**config.mk**
```make
export PLATFORM = sky130hd
export DESIGN_NAME = rps_opponent
export DESIGN_NICKNAME = d
export VERILOG_FILES = /design/src/rtl/rps_opponent.sv
export SDC_FILE = /design/constraint.sdc
export NUM_CORES = 1
export LEC_CHECK = 0
export BUFFER_PORTS_ARGS = -buffer_cell sky130_fd_sc_hd__buf_4
export CORE_ASPECT_RATIO = 1.2
export CORE_MARGIN = 2
export CORE_UTILIZATION = 58
export DETAILED_ROUTE_END_ITERATION = 7
export MAX_ROUTING_LAYER = met4
export PLACE_DENSITY = 0.82
export SLEW_MARGIN = 20
export SYNTH_ARGS = -nofsm -noshare
export SYNTH_HDL_FRONTEND = slang
export SYNTH_SLANG_ARGS = --single-unit
```
**constraint.sdc**
```tcl
create_clock -name clk -period 3 [get_ports clk]
set_input_delay 0.3 -clock clk [delete_from_list [all_inputs] [get_ports clk]]
set_output_delay 0.3 -clock clk [all_outputs]
set_load 0.02 [all_outputs]
```
**src/rtl/rps_opponent.sv**
```systemverilog
// Rock-paper-scissors opponent: an 8-bit LFSR picks the computer's move, and a
// four-state FSM judges each round and keeps match scores up to MATCH_LEN wins.
module rps_opponent #(
    parameter logic [7:0] SEED      = 8'hA5,
    parameter int         MATCH_LEN = 3
) (
    input  logic       clk,
    input  logic       rst_n,
    input  logic       player_valid,
    input  logic [1:0] player,
    input  logic       new_match,
    output logic       player_ready,
    output logic [1:0] computer,
    output logic       result_valid,
    output logic [1:0] result,
    output logic [3:0] player_score,
    output logic [3:0] computer_score,
    output logic       match_over
);

    // An all-zero LFSR would lock up, so a zero seed is promoted to 1.
    localparam logic [7:0] SEED_EFF  = (SEED == 8'h00) ? 8'h01 : SEED;
    localparam logic [3:0] MATCH_MAX = 4'(MATCH_LEN);

    if (MATCH_LEN < 1 || MATCH_LEN > 15) begin : g_bad_match_len
        $error("rps_opponent: MATCH_LEN must be in 1..15");
    end

    typedef enum logic [1:0] {
        IDLE,
        JUDGE,
        RESULT,
        OVER
    } state_t;

    state_t     state;
    state_t     state_next;
    logic [7:0] lfsr;
    logic [1:0] player_hold;
    logic [1:0] move_sel;
    logic [1:0] outcome;
    logic       accept;

    function automatic logic [1:0] select_move(input logic [7:0] value);
        if (value[1:0] != 2'b11) begin
            return value[1:0];
        end else if (value[3:2] != 2'b11) begin
            return value[3:2];
        end
        return 2'b00;
    endfunction

    function automatic logic [1:0] judge(input logic [1:0] p, input logic [1:0] c);
        if (p == 2'b11) begin
            return 2'b11;
        end
        if (p == c) begin
            return 2'b00;
        end
        case ({p, c})
            4'b00_10, 4'b01_00, 4'b10_01: return 2'b01;
            default:                      return 2'b10;
        endcase
    endfunction

    assign move_sel = select_move(lfsr);
    assign outcome  = judge(player_hold, computer);
    assign accept   = (state == IDLE) && player_valid;

    always_ff @(posedge clk or negedge rst_n) begin
        if (!rst_n) begin
            lfsr <= SEED_EFF;
        end else begin
            lfsr <= {lfsr[6:0], lfsr[7] ^ lfsr[5] ^ lfsr[4] ^ lfsr[3]};
        end
    end

    always_ff @(posedge clk or negedge rst_n) begin
        if (!rst_n) begin
            state <= IDLE;
        end else begin
            state <= state_next;
        end
    end

    always_comb begin
        state_next = state;
        case (state)
            IDLE:    if (player_valid) state_next = JUDGE;
            JUDGE:   state_next = RESULT;
            RESULT:  begin
                if (player_score == MATCH_MAX || computer_score == MATCH_MAX) begin
                    state_next = OVER;
                end else begin
                    state_next = IDLE;
                end
            end
            OVER:    if (new_match) state_next = IDLE;
            default: state_next = IDLE;
        endcase
    end

    // The player's move is only consumed in JUDGE, which reset never leaves us in.
    always_ff @(posedge clk) begin
        if (accept) begin
            player_hold <= player;
        end
    end

    always_ff @(posedge clk or negedge rst_n) begin
        if (!rst_n) begin
            computer       <= 2'b00;
            result         <= 2'b00;
            player_score   <= 4'd0;
            computer_score <= 4'd0;
        end else begin
            case (state)
                IDLE: begin
                    if (new_match) begin
                        result         <= 2'b00;
                        player_score   <= 4'd0;
                        computer_score <= 4'd0;
                    end
                    if (player_valid) begin
                        computer <= move_sel;
                    end
                end
                JUDGE: begin
                    result <= outcome;
                    if (outcome == 2'b01 && player_score != MATCH_MAX) begin
                        player_score <= player_score + 4'd1;
                    end
                    if (outcome == 2'b10 && computer_score != MATCH_MAX) begin
                        computer_score <= computer_score + 4'd1;
                    end
                end
                OVER: begin
                    if (new_match) begin
                        result         <= 2'b00;
                        player_score   <= 4'd0;
                        computer_score <= 4'd0;
                    end
                end
                default: ;
            endcase
        end
    end

    assign player_ready = (state == IDLE);
    assign result_valid = (state == RESULT);
    assign match_over   = (state == OVER);

endmodule

```
After elaboration in Yosys (flattened, before gate mapping):

Cells that the tools add are included.

* bits in registers: 24
* latch bits: 0
* memory bits (writable): 0
* bits in read-only memories: 0
* bits of input ports: 6
* memories kept: 0

* add/sub/neg operators: 2
* $mul: 0
* div/mod/pow operators: 0
* $lt $le $gt $ge: 0
* equal/unequal tests: 21
* shifts and indexed selects: 0
* mux-type cells: 23
* bitwise operators: 3
* reductions and logical operators: 13

Operators by type and width (count)
* 2-bit two-way mux: 11
* 4-bit case mux with 2 select lines: 2
* 4-bit by 2-bit == test with 1-bit output, second input constant: 3
* 4-bit two-way mux: 3
* 2-bit != test, second input constant: 6
* 4-bit by 1-bit adder with 4-bit output, second input constant: 2
* 2-bit == test, second input constant: 4
* 4-bit by 2-bit != test with 1-bit output, second input constant: 2
* 2-bit case mux with 4 select lines: 1
* 2-bit AND reduction: 3
* 3-bit AND reduction: 2
* 1-bit two-way mux: 5
* 2-bit by 1-bit == test with 1-bit output, second input constant: 2
* 4-bit by 3-bit == test with 1-bit output, second input constant: 1
* 4-bit == test, second input constant: 1
* 2-bit case mux with 2 select lines: 1
* 1-bit logical AND: 3
* 3-bit OR reduction: 1
* 1-bit XOR: 3
* 2-bit == test: 1
* 2-bit zero test: 1
* 2-bit by 1-bit != test with 1-bit output, second input constant: 1
* 2-bit nonzero test: 1
* 2-bit OR reduction: 1
* 1-bit logical OR: 1

Longest topological paths before layout:

* word-level depth: 9
* gate-level depth with buffers: 7
* mapped depth without buffers: 7

Least setup slack after synthesis:

No wires, ideal clock.

* kind: register -> register
* start point: register state[0]
* end point: register computer_score[3]
* arrival: 1.856 ns
* required time: 2.876 ns
* setup slack: 1.020 ns
* cell stages (with the launch flop): 8
* cell sequence: dfrtp_1 inv_1 ha_1 nor2_1 a2111oi_0 nand3b_1 and2_1 a211o_1

* word-level cells in the longest chain between the ends: 4

Ends and longest elaborated chain
* start: declaration: line 36 `state_t state;`
* start signal: assignment: line 82 `state <= state_next;`
* 2-bit == test or 2-bit zero test (tied branches): line 117 `case (state)`
* 2-bit OR reduction (no line)
* 2-bit by 1-bit != test with 1-bit output (no line) or 2-bit nonzero test (tied branches)
* 3-bit AND reduction (no line)
* end signal: assignment: line 134 `computer_score <= computer_score + 4'd1;`
* end: declaration: line 17 `output logic [3:0] computer_score,`

Parallel ways exist; a longest one is shown, timed or not.
A chain may end at the register's enable or synchronous reset.

Worst setup path after layout:

Ends and elaborated chain as after synthesis.

==> flow_summary_export.csv <==
group,metric,value,unit
timing,period_needed,2.56,ns
clock_network,cts_root_buffer,"clkbuf_4",
timing,rsz0062_at_grt,"no",
cells_and_area,nNetsFinal,152,
timing,hold_ws,0.158,ns
synth,synth_nets,128,
die,die-area,2500,µm²
setup_path,r2r-end,"computer_score[3]",
clock_network,cts_buffer_depth,2,
synth,synth_top_area_cell,"dfrtp_1",
timing,fmaxAchievable,390,MHz
placement,placed_cells,153,
timing,setup_violations,0,
power,p_leak,0.676,nW
placement,place_ws,0.488,ns
synth,synthTopCellsByCount,"dfrtp_1 (18), nand2_1 (12), inv_1 (8), o21ai_0 (8), ha_1 (7)",
placement,place_congestion,0.848,
synth,yosysUniqueCellTypes,39,
global_routing,track_usage,0.209,
die,fp.dieW,46.0,µm
synth,avgSynthCellArea,10.7,µm²
setup_path,critPathCaptureType,"flip-flop",
die,rows,18,
timing,setup_tns,0,ns
setup_path,required,3.26,ns
route,wl,2.22,mm
clock_network,cts_sinks,24,
synth,yosysMostFrequentCell,"dfrtp_1",
route,drt-initial-drc-count,7,
synth,synth-seq-cells,24,
power,power_density,951,nW/µm²
setup_path,reg2reg_depth,7,
route,via_per_inst,5.84,
flow_run,max_cap_violations,0,
die,chipHeight,54.3,µm
synth,synth_cells,115,
route,drc_errors,0,
route,antenna_left,0,
cells_and_area,diodes,0,
synth,yosys_warnings,0,
route,wl_per_cell,14.0,µm
route,vias,922,
placement,dp_hpwl,1.68,mm
min_path,worstHoldPathType,"input port to flip-flop",
clock_network,insertion_delay,0.31,ns
synth,seq_area_frac_synth,0.503,
cells_and_area,fill_cells,155,
timing,hold_viol,0,
setup_path,r2r_setup_slack,0.44,ns
synth,ys_async_sr_fraction,0.917,
setup_path,worstPathArrival,2.82,ns
global_routing,gr-total-overflow,0,
synth,syn_area,1220,µm²
setup_path,startpoint,"state[0]",
die,core-area,2030,µm²
timing,slew_headroom,0.668,
synth,synth.top_cell.area_share,0.368,
timing,tightest_slew,0.485,ns
power,ir_drop,0.000539,V
clock_network,cts_tree,"done",
cells_and_area,utilization,0.708,
setup_path,cp-start-kind,"flip-flop",
timing,fin_ws,0.438,ns
timing,finalCritPeriodShare,0.854,
cells_and_area,syn_to_final_growth,17.2,%
synth,ys.flop_type,"dfrtp_1",
setup_path,cp_max_fo,12,
timing,clock_skew,0.00203,ns
global_routing,grt_max_degree,23,
global_routing,antenna_found_initial,0,
timing,maxSlewViolCount,0,
route,drt-pass1-iter-count,4,
clock_network,h-tree-depth,1,
setup_path,path_class,"flip-flop to flip-flop",
clock_network,cts_setup_buffers,0,
die,initial_core_util,0.604,
cells_and_area,drive_gt1_frac,0.239,
clock_network,numCtsBuffers,3,
global_routing,grt_pass1_vias,817,
global_routing,grt_pass1_wl,3.63,mm
min_path,holdPathStages,1,
synth,synth_edf_count,2,
setup_path,crit_path_end,"computer_score[3]",
setup_path,r2r-start,"state[0]",
die,ios,21,
clock_network,clk_pin_slew,0.12,ns
synth,synth_area_leaders,"dfrtp_1 (37%), dfstp_2 (8.6%), ha_1 (7.2%)",
status,status,"complete, no violations",
cells_and_area,instances_no_fill,158,
placement,io_buffers,20,
## worst min-delay path by stage
stage | startpoint | slack [ns] | end
6_report | player[0] | 0.16 | player_hold[0]
3_5_place_dp | rst_n | 0.20 | result[1]
4_1_cts | player[0] | 0.15 | player_hold[0]
3_3_place_gp | rst_n | 0.20 | result[1]
5_1_grt | player[0] | 0.14 | player_hold[0]
2_1_floorplan | rst_n | 0.004 | computer[0]
## layer usage
| layer | global-route usage | wire length, µm | up-vias |
|---|---|---|---|
| met5 | - | 0 | - |
| met1 | 0.270 | 980 | 434 |
| met2 | 0.333 | 1130 | 20 |
| met4 | 0.0857 | 35 | 0 |
| met3 | 0.0198 | 73 | 5 |
| li1 | - | - | 463 |
## metrics by stage
step                      cell area, µm²  total power, mW
final                               1440             1.37
after global routing                1440             1.48
after CTS                           1440             1.37
after detailed placement            1390             1.21
after global placement              1390             1.18
after floorplan                     1220            0.990
## worst max-delay path, stage by stage, from the launching register on
cell and delay, ns:
dfrtp_1 0.44, inv_1 0.11, ha_1 0.50, nor2_1 0.14
a2111oi_0 0.41, nand3b_1 0.22, a2111oi_0 0.52, a211o_1 0.16
## flip-flops by register name, summed over array words and instances (netlist names)
name and count:
state 2, result 2, computer_score 4, player_score 4, player_hold 2, computer 2, lfsr 8
## kinds of logic (layout without fill, tap and decap cells)
logic type | after synthesis | after routing | share of synthesized area
flip-flops | 24 | 24 | 0.503
AND/OR/NAND/NOR | 40 | 40 | 0.179
buffers and inverters | 10 | 33 | 0.0337
XOR/XNOR | 4 | 4 | 0.0286
adder cells (fa/ha/maj) | 7 | 7 | 0.0715
AO/OA/AOI/OAI | 30 | 30 | 0.185
## cell type report
cell class / instances / area [µm²] / share of cell area
clock buffers: 4 / 36.3 / 0.0253
inverters: 8 / 30.0 / 0.0209
multi-input cells: 81 / 568 / 0.396
flip-flops and latches: 24 / 616 / 0.429
well taps: 20 / 25.0 / 0.0174
repair buffers: 21 / 160 / 0.112
## cell usage in the layout (no fill, tap or decap), types with 3 or more instances in the layout
cell	count
nand3b_1	3
nor2_1	4
a21oi_1	5
buf_4	20
xnor2_1	3
dfstp_2	4
inv_1	8
ha_1	7
nand2_1	12
nand3_1	6
o21ai_0	8
dfrtp_1	18
clkbuf_4	3
nor3b_1	4
## power by group
part	switching, mW	internal, mW
Combinational	0.399	0.300
Clock	0.0915	0.0741
Sequential	0.0944	0.406
Total	0.585	0.781
## repair_timing
item,in CTS,in global routing
gates resized for setup,0,0
hold buffers,1,0
hold endpoints to repair,18,0
Note: power is estimated with default switching activity, not from simulation.
